==> config.mk <==
export PLATFORM = sky130hd
export DESIGN_NAME = portal_indication_arbiter
export DESIGN_NICKNAME = d
export VERILOG_FILES = /design/src/rtl/portal_arb_pkg.sv /design/src/rtl/portal_arb_rr_pick.sv /design/src/rtl/portal_indication_arbiter.sv
export SDC_FILE = /design/constraint.sdc
export NUM_CORES = 1
export LEC_CHECK = 0
export ABC_AREA = 0
export BUFFER_PORTS_ARGS = -buffer_cell sky130_fd_sc_hd__buf_2
export CAP_MARGIN = 0
export CORE_AREA = 2 2 101 175
export CTS_BUF_LIST = sky130_fd_sc_hd__clkbuf_8
export DETAILED_ROUTE_END_ITERATION = 16
export DIE_AREA = 0 0 103 177
export GPL_TIMING_DRIVEN = 1
export PLACE_DENSITY = 0.53
export SLEW_MARGIN = 40
export SYNTH_ARGS = -nofsm -noshare
export SYNTH_HDL_FRONTEND = slang
export SYNTH_SLANG_ARGS = --single-unit
==> constraint.sdc <==
create_clock -name CLK -period 4.1 [get_ports CLK]
set_input_delay 0.82 -clock CLK [delete_from_list [all_inputs] [get_ports CLK]]
set_output_delay 0.82 -clock CLK [all_outputs]
set_load 0.1 [all_outputs]
==> src/rtl/portal_arb_pkg.sv <==
// Shared definitions for the portal indication arbiter.
//   arb_state_e : arbiter FSM states (IDLE, HDR, BODY)
//   LEN_LSB     : bit position of the length field inside a header word
//   rr_pick     : cyclic priority encoder, first set bit at or after a pointer
package portal_arb_pkg;

    typedef enum logic [1:0] {
        IDLE,
        HDR,
        BODY
    } arb_state_e;

    localparam int LEN_LSB     = 0;
    localparam int MAX_PORTALS = 16;
    localparam int PICK_IDX_W  = 4;

    typedef struct packed {
        logic                  any;
        logic [PICK_IDX_W-1:0] idx;
    } rr_pick_t;

    // Scanning from the far end toward the pointer means the closest hit
    // is written last and therefore wins, without needing a found flag.
    function automatic rr_pick_t rr_pick(
        input logic [MAX_PORTALS-1:0] pend,
        input logic [PICK_IDX_W-1:0]  ptr,
        input int                     numPortals
    );
        rr_pick_t   result;
        logic [4:0] idx;
        result = '0;
        for (int k = MAX_PORTALS - 1; k >= 0; k--) begin
            if (k < numPortals) begin
                idx = {1'b0, ptr} + 5'(k);
                if (idx >= 5'(numPortals)) begin
                    idx = idx - 5'(numPortals);
                end
                if (pend[idx[3:0]]) begin
                    result.any = 1'b1;
                    result.idx = idx[3:0];
                end
            end
        end
        return result;
    endfunction

endpackage

==> src/rtl/portal_arb_rr_pick.sv <==
// Combinational round-robin picker.
// Ports:
//   pend_i  : request vector, one bit per portal
//   ptr_i   : index with highest priority this cycle
//   grant_o : first requesting index at or after ptr_i (cyclic)
//   any_o   : at least one request present
module portal_arb_rr_pick
    import portal_arb_pkg::*;
#(
    parameter  int NUM_PORTALS = 4,
    localparam int CH_W        = $clog2(NUM_PORTALS)
) (
    input  logic [NUM_PORTALS-1:0] pend_i,
    input  logic [CH_W-1:0]        ptr_i,
    output logic [CH_W-1:0]        grant_o,
    output logic                   any_o
);

    rr_pick_t pick;

    always_comb begin
        pick    = rr_pick(MAX_PORTALS'(pend_i), PICK_IDX_W'(ptr_i), NUM_PORTALS);
        grant_o = CH_W'(pick.idx);
        any_o   = pick.any;
    end

endmodule

==> src/rtl/portal_indication_arbiter.sv <==
// Shares one host indication read channel among NUM_PORTALS portals.
// One portal is granted round-robin and keeps the grant for a whole message
// (header word carrying the length, then body words).
// Ports:
//   CLK, RST                 : clock, synchronous active-high reset
//   ind_notEmpty / ind_first : per-portal FIFO status and head word
//   ind_deq                  : per-portal dequeue strobe (one-hot or zero)
//   cfg_enable               : per-portal arbitration / interrupt enable
//   host_valid/ready/data    : host read channel, plus host_channel and host_last
//   intr_status/intr_channel : registered interrupt summary (lowest pending index + 1)
//   msg_count                : completed messages, wraps
//   wdog_error               : sticky stall abort flag
// Optional feature: define PORTAL_ARB_WATCHDOG_EN to abort messages that stall
// for WDOG_CYCLES cycles; otherwise wdog_error is constant 0.
module portal_indication_arbiter
    import portal_arb_pkg::*;
#(
    parameter  int NUM_PORTALS = 4,
    parameter  int DATA_W      = 32,
    parameter  int LEN_W       = 16,
    parameter  int WDOG_CYCLES = 256,
    localparam int CH_W        = $clog2(NUM_PORTALS)
) (
    input  logic                          CLK,
    input  logic                          RST,
    input  logic [NUM_PORTALS-1:0]        ind_notEmpty,
    input  logic [NUM_PORTALS*DATA_W-1:0] ind_first,
    output logic [NUM_PORTALS-1:0]        ind_deq,
    input  logic [NUM_PORTALS-1:0]        cfg_enable,
    output logic                          host_valid,
    input  logic                          host_ready,
    output logic [DATA_W-1:0]             host_data,
    output logic [CH_W-1:0]               host_channel,
    output logic                          host_last,
    output logic                          intr_status,
    output logic [31:0]                   intr_channel,
    output logic [31:0]                   msg_count,
    output logic                          wdog_error
);

    arb_state_e             state_q, state_d;
    logic [CH_W-1:0]        grant_q, grant_d;
    logic [CH_W-1:0]        rrPtr_q, rrPtr_d;
    logic [LEN_W-1:0]       rem_q, rem_d;
    logic [31:0]            msgCount_q;
    logic                   intrStatus_q;
    logic [31:0]            intrChannel_q;

    logic [NUM_PORTALS-1:0] pend;
    logic [CH_W-1:0]        pickIdx, lowIdx, nextPtr;
    logic                   pickAny, lowAny;
    logic                   xfer, msgDone, stallHit, lenIsOne;
    logic [LEN_W-1:0]       hdrLen;

    assign pend = ind_notEmpty & cfg_enable;

    portal_arb_rr_pick #(.NUM_PORTALS(NUM_PORTALS)) u_pickRr (
        .pend_i  (pend),
        .ptr_i   (rrPtr_q),
        .grant_o (pickIdx),
        .any_o   (pickAny)
    );

    // Fixed pointer of zero yields the lowest pending index for the interrupt.
    portal_arb_rr_pick #(.NUM_PORTALS(NUM_PORTALS)) u_pickLow (
        .pend_i  (pend),
        .ptr_i   ('0),
        .grant_o (lowIdx),
        .any_o   (lowAny)
    );

    assign host_valid   = (state_q != IDLE) && ind_notEmpty[grant_q];
    assign host_data    = ind_first[int'(grant_q) * DATA_W +: DATA_W];
    assign host_channel = grant_q;
    assign xfer         = host_valid && host_ready;
    assign ind_deq      = xfer ? (NUM_PORTALS'(1) << grant_q) : '0;
    assign hdrLen       = host_data[LEN_LSB +: LEN_W];
    assign lenIsOne     = (hdrLen <= LEN_W'(1));
    assign nextPtr      = (grant_q == CH_W'(NUM_PORTALS - 1)) ? '0 : grant_q + CH_W'(1);
    assign msg_count    = msgCount_q;
    assign intr_status  = intrStatus_q;
    assign intr_channel = intrChannel_q;

    // A zero-length header still occupies one word, so it ends the message.
    always_comb begin
        host_last = 1'b0;
        if (host_valid) begin
            case (state_q)
                HDR:     host_last = lenIsOne;
                BODY:    host_last = (rem_q == LEN_W'(1));
                default: host_last = 1'b0;
            endcase
        end
    end

    // Message sequencing; completion and watchdog abort both release the grant
    // and move the round-robin pointer past the portal just served.
    always_comb begin
        state_d = state_q;
        grant_d = grant_q;
        rrPtr_d = rrPtr_q;
        rem_d   = rem_q;
        msgDone = 1'b0;
        case (state_q)
            IDLE: begin
                if (pickAny) begin
                    grant_d = pickIdx;
                    state_d = HDR;
                end
            end
            HDR: begin
                if (xfer) begin
                    if (lenIsOne) begin
                        msgDone = 1'b1;
                    end else begin
                        rem_d   = hdrLen - LEN_W'(1);
                        state_d = BODY;
                    end
                end
            end
            BODY: begin
                if (xfer) begin
                    if (rem_q == LEN_W'(1)) begin
                        msgDone = 1'b1;
                    end else begin
                        rem_d = rem_q - LEN_W'(1);
                    end
                end
            end
            default: state_d = IDLE;
        endcase
        if (msgDone || stallHit) begin
            state_d = IDLE;
            rrPtr_d = nextPtr;
        end
    end

    always_ff @(posedge CLK) begin
        if (RST) begin
            state_q       <= IDLE;
            grant_q       <= '0;
            rrPtr_q       <= '0;
            rem_q         <= '0;
            msgCount_q    <= '0;
            intrStatus_q  <= 1'b0;
            intrChannel_q <= '0;
        end else begin
            state_q       <= state_d;
            grant_q       <= grant_d;
            rrPtr_q       <= rrPtr_d;
            rem_q         <= rem_d;
            if (msgDone) begin
                msgCount_q <= msgCount_q + 32'd1;
            end
            intrStatus_q  <= lowAny;
            intrChannel_q <= lowAny ? (32'(lowIdx) + 32'd1) : 32'd0;
        end
    end

`ifdef PORTAL_ARB_WATCHDOG_EN
    logic [31:0] stall_q, stall_d;
    logic        wdogError_q;

    assign stallHit   = (state_q != IDLE) && !host_valid && (stall_q == 32'(WDOG_CYCLES - 1));
    assign wdog_error = wdogError_q;

    // Only cycles with nothing to present count; host backpressure holds the count.
    always_comb begin
        stall_d = stall_q;
        if ((state_q == IDLE) || xfer || stallHit) begin
            stall_d = '0;
        end else if (!host_valid) begin
            stall_d = stall_q + 32'd1;
        end
    end

    always_ff @(posedge CLK) begin
        if (RST) begin
            stall_q     <= '0;
            wdogError_q <= 1'b0;
        end else begin
            stall_q <= stall_d;
            if (stallHit) begin
                wdogError_q <= 1'b1;
            end
        end
    end
`else
    assign stallHit = 1'b0;
    // Always 0; the comparison only keeps the stall-limit parameter referenced.
    assign wdog_error = (WDOG_CYCLES < 0);
`endif

endmodule
==> flow_summary.ini <==
[clock_tree]
cts_hold_buf = 0
cts_sinks = 58
cts_root_buffer = clkbuf_8
cts-buffers-inserted = 9
max-clock-path-buffers = 2
cts_htree_levels = 3
cts_resized = 0
post_cts.repair.setup_buffers = 0
tritoncts = yes
clk_pin_slew_ns = 0.07
insertion_delay_ns = 0.35

[routing]
wl_per_cell_um = 17.36
drc = 0
wl_mm = 17.69
via_per_inst = 5.293
postRouteAntennaNets = 0
firstDrtPassIters = 5
drtIter0Drc = 189
vias = 5394

[sta]
hold_slack_ns = 0.4721
finalCritPeriodShare_pct = 94.62
fin_skew_ns = 0.007708
slew_viol_final = 0
max_slew_margin_pct = 49.41
worst_pin_slew_ns = 0.7531
final_hold_viol_count = 0
fmax_mhz = 257.8
min_period_ns = 3.879
post-route-worst-setup-slack_ns = 0.2206
grt_setup_unrepaired = no
finalSetupViolations = 0

[power_and_ir_drop]
seqPwrFrac_pct = 23.3
combPwrFrac_pct = 58.2
power_uw = 2852
internal_power_uw = 1324
ir_drop_uv = 299.3
power.leakage_uw = 0.002629
power.switching_uw = 1527
swShare_pct = 53.56
power_frac_clock_pct = 18.5
power_per_cell_area_nw_per_um2 = 445.6

[floorplan]
die_w_um = 103
die_h_um = 177
die-area_um2 = 18230
start_util_pct = 29.32
design.core.area_um2 = 16870
num_rows = 63
io-pin-count = 245

[global_route]
grt_pass1_vias = 5193
grt_max_degree = 68
grt.total_usage_pct = 18.88
grt-ovfl-total = 0
grt_pass1_wl_mm = 26.59
antenna_found_initial = 1

[cells_and_area]
syn_to_final_growth_pct = 29.37
layout.nets = 942
layout-drive-gt1-share_pct = 37.29

[synthesis]
ys_seq_elements = 58
synth.cell_area_um2 = 4946
yosysUniqueCellTypes = 62
syn_avg_cell_area_um2 = 8.455
yosysSeqAreaShare_pct = 23.48
ys.flop_type = dfxtp_1
synthArstFlopShare_pct = 0
synthCells = 585
ys_warn_count = 0
synth_edf_count = 0

[worst_setup_path]
critical_path_class = reg -> out
r2r_cells = 9
start_kind = flop
crit-reg2reg-launch = host_channel[0]
cp-end-kind = primary output
r2r_slack_ns = 0.85
crit_arrival_ns = 3.06
critical_path_required_ns = 3.28
crit_fanout = 20
reg2reg_to = msg_count[4]

[hold_path]
hold_start = rem_q[3]
worstHoldPathCells = 2
hold_end = rem_q[3]
min_path_type = reg -> reg

[placed_design]
gp_congestion = 0.8761
port_buffers = 214
dpl.hpwl_mm = 13.70
place_ws_ns = 0.2417

[outcome]
status = complete, no violations

[flow_run]
max-cap-violations = 0
[cell type report]
cell class / count / area [um2]
flip-flops and latches: 58 / 1169
clock buffers: 10 / 137.6
multi-input cells: 463 / 3442
clock inverters: 5 / 47.55
repair buffers: 229 / 1219
diodes: 1 / 2.502
inverters: 26 / 97.59
fillers: 1826 / 10470
well taps: 227 / 284.0
[power groups by stage]
| stage | clock, uW | combinational, uW | sequential, uW |
|---|---|---|---|
| after floorplan | 0 | 1340 | 692 |
| after global placement | 0 | 1650 | 685 |
| after detailed placement | 0 | 1650 | 684 |
| after CTS | 546 | 1650 | 673 |
| after global routing | 570 | 1760 | 674 |
| final | 527 | 1660 | 666 |
[stage by stage]
step	area [um2]	TNS, ns	utilization [%]	instances
after CTS	6381	0	37.83	1017
after global placement	6196	0	36.73	1002
after floorplan	5100	-0.1826	-	614
after detailed placement	6196	0	36.73	1002
after global routing	6399	0	37.93	1019
final	6399	0	37.93	1019
[critical path, stage by stage, from the launching register on]
cell	delay, ns
dfxtp_4	0.50
buf_4	0.39
mux4_2	0.64
nor3_4	0.22
and3_1	0.24
a31oi_1	0.22
nor3b_4	0.28
buf_12	0.20
[per-layer routing]
layer,vias up,global-route usage [%],part of all wire [%]
met5,-,0,0
met4,0,6.908,2.6
met3,24,2.844,4.7
met2,206,36.42,56
met1,2567,19.87,37
li1,2597,-,-
[cell usage after synthesis, types with 4 or more instances]
| library cell | instances | area share [%] |
|---|---|---|
| and3_1 | 7 | 0.89 |
| a31oi_1 | 5 | 0.63 |
| or4_1 | 25 | 3.8 |
| dfxtp_1 | 58 | 23 |
| nor4_1 | 5 | 0.63 |
| a21oi_1 | 50 | 5.1 |
| o21ai_1 | 16 | 1.6 |
| clkbuf_1 | 27 | 2.0 |
| or3_1 | 12 | 1.5 |
| nor2_1 | 27 | 2.0 |
| nand3_1 | 25 | 2.5 |
| mux4_2 | 33 | 15 |
| ha_1 | 16 | 4.0 |
| nand4_1 | 16 | 2.0 |
| o211ai_1 | 4 | 0.61 |
| o32ai_1 | 10 | 1.8 |
| and2_1 | 13 | 1.6 |
| o21ai_0 | 21 | 2.1 |
| buf_1 | 5 | 0.38 |
| o31ai_1 | 20 | 3.0 |
| nor3_1 | 10 | 1.0 |
| and4_1 | 4 | 0.71 |
| inv_1 | 26 | 2.0 |
| a22oi_1 | 9 | 1.4 |
| nand2_1 | 42 | 3.2 |
| xnor2_1 | 12 | 2.1 |
| buf_4 | 31 | 4.7 |
[sequential cells by signal, summed over array words and instances (netlist names)]
| signal | count |
|---|---|
| state_q | 2 |
| host_channel | 2 |
| msg_count | 32 |
| intr_channel | 3 |
| intr_status | 1 |
| rrPtr_q | 2 |
| rem_q | 16 |
[layout by cell type, fill, tap and decap left out, types with 3 or more instances in the layout]
master	netlist	routed
a211oi_1	3	3
a21oi_1	50	50
a22oi_1	9	9
a311oi_1	3	3
a31oi_1	5	4
and2_1	13	13
and3_1	7	7
and4_1	4	4
buf_2	2	213
buf_4	31	13
clkbuf_8	0	10
conb_1	1	30
dfxtp_1	58	56
ha_1	16	15
inv_1	26	26
mux2_2	3	3
mux4_2	33	33
nand2_1	42	42
nand3_1	25	25
nand4_1	16	16
nor2_1	27	27
nor3_1	10	10
nor4_1	5	5
o211ai_1	4	4
o21ai_0	21	21
o21ai_1	16	16
o22ai_1	3	3
o31ai_1	20	20
o32ai_1	10	10
or2_2	3	3
or3_1	12	12
or4_1	25	25
xnor2_1	12	12
[worst max-delay path by stage]
stage                     from   endpoint  slack (ns)  cells past startpoint
3_3_place_gp    ind_first[107]  host_last        0.25                      7
6_report       host_channel[0]  host_last        0.22                      7
4_1_cts        host_channel[0]  host_last        0.04                      7
3_5_place_dp    ind_first[107]  host_last        0.24                      7
5_1_grt        host_channel[0]  host_last        0.04                      7
2_1_floorplan  host_channel[0]  host_last       -0.18                     10
[kinds of logic (layout without fill, tap and decap cells)]
logic type                 after synthesis  in the layout  synth area share (%)
buffers and inverters                   93            270                 9.765
DFF                                     58             58                 23.48
muxes                                   38             38                 16.11
AOI/OAI and AO/OA                      162            162                 20.87
and+or+nand+nor                        205            205                 23.53
xor gates and xnor gates                12             12                 2.125
other                                    1             31               0.07582
adders and majority gates               16             16                 4.048
No activity file was read; power rests on OpenSTA's default activity.
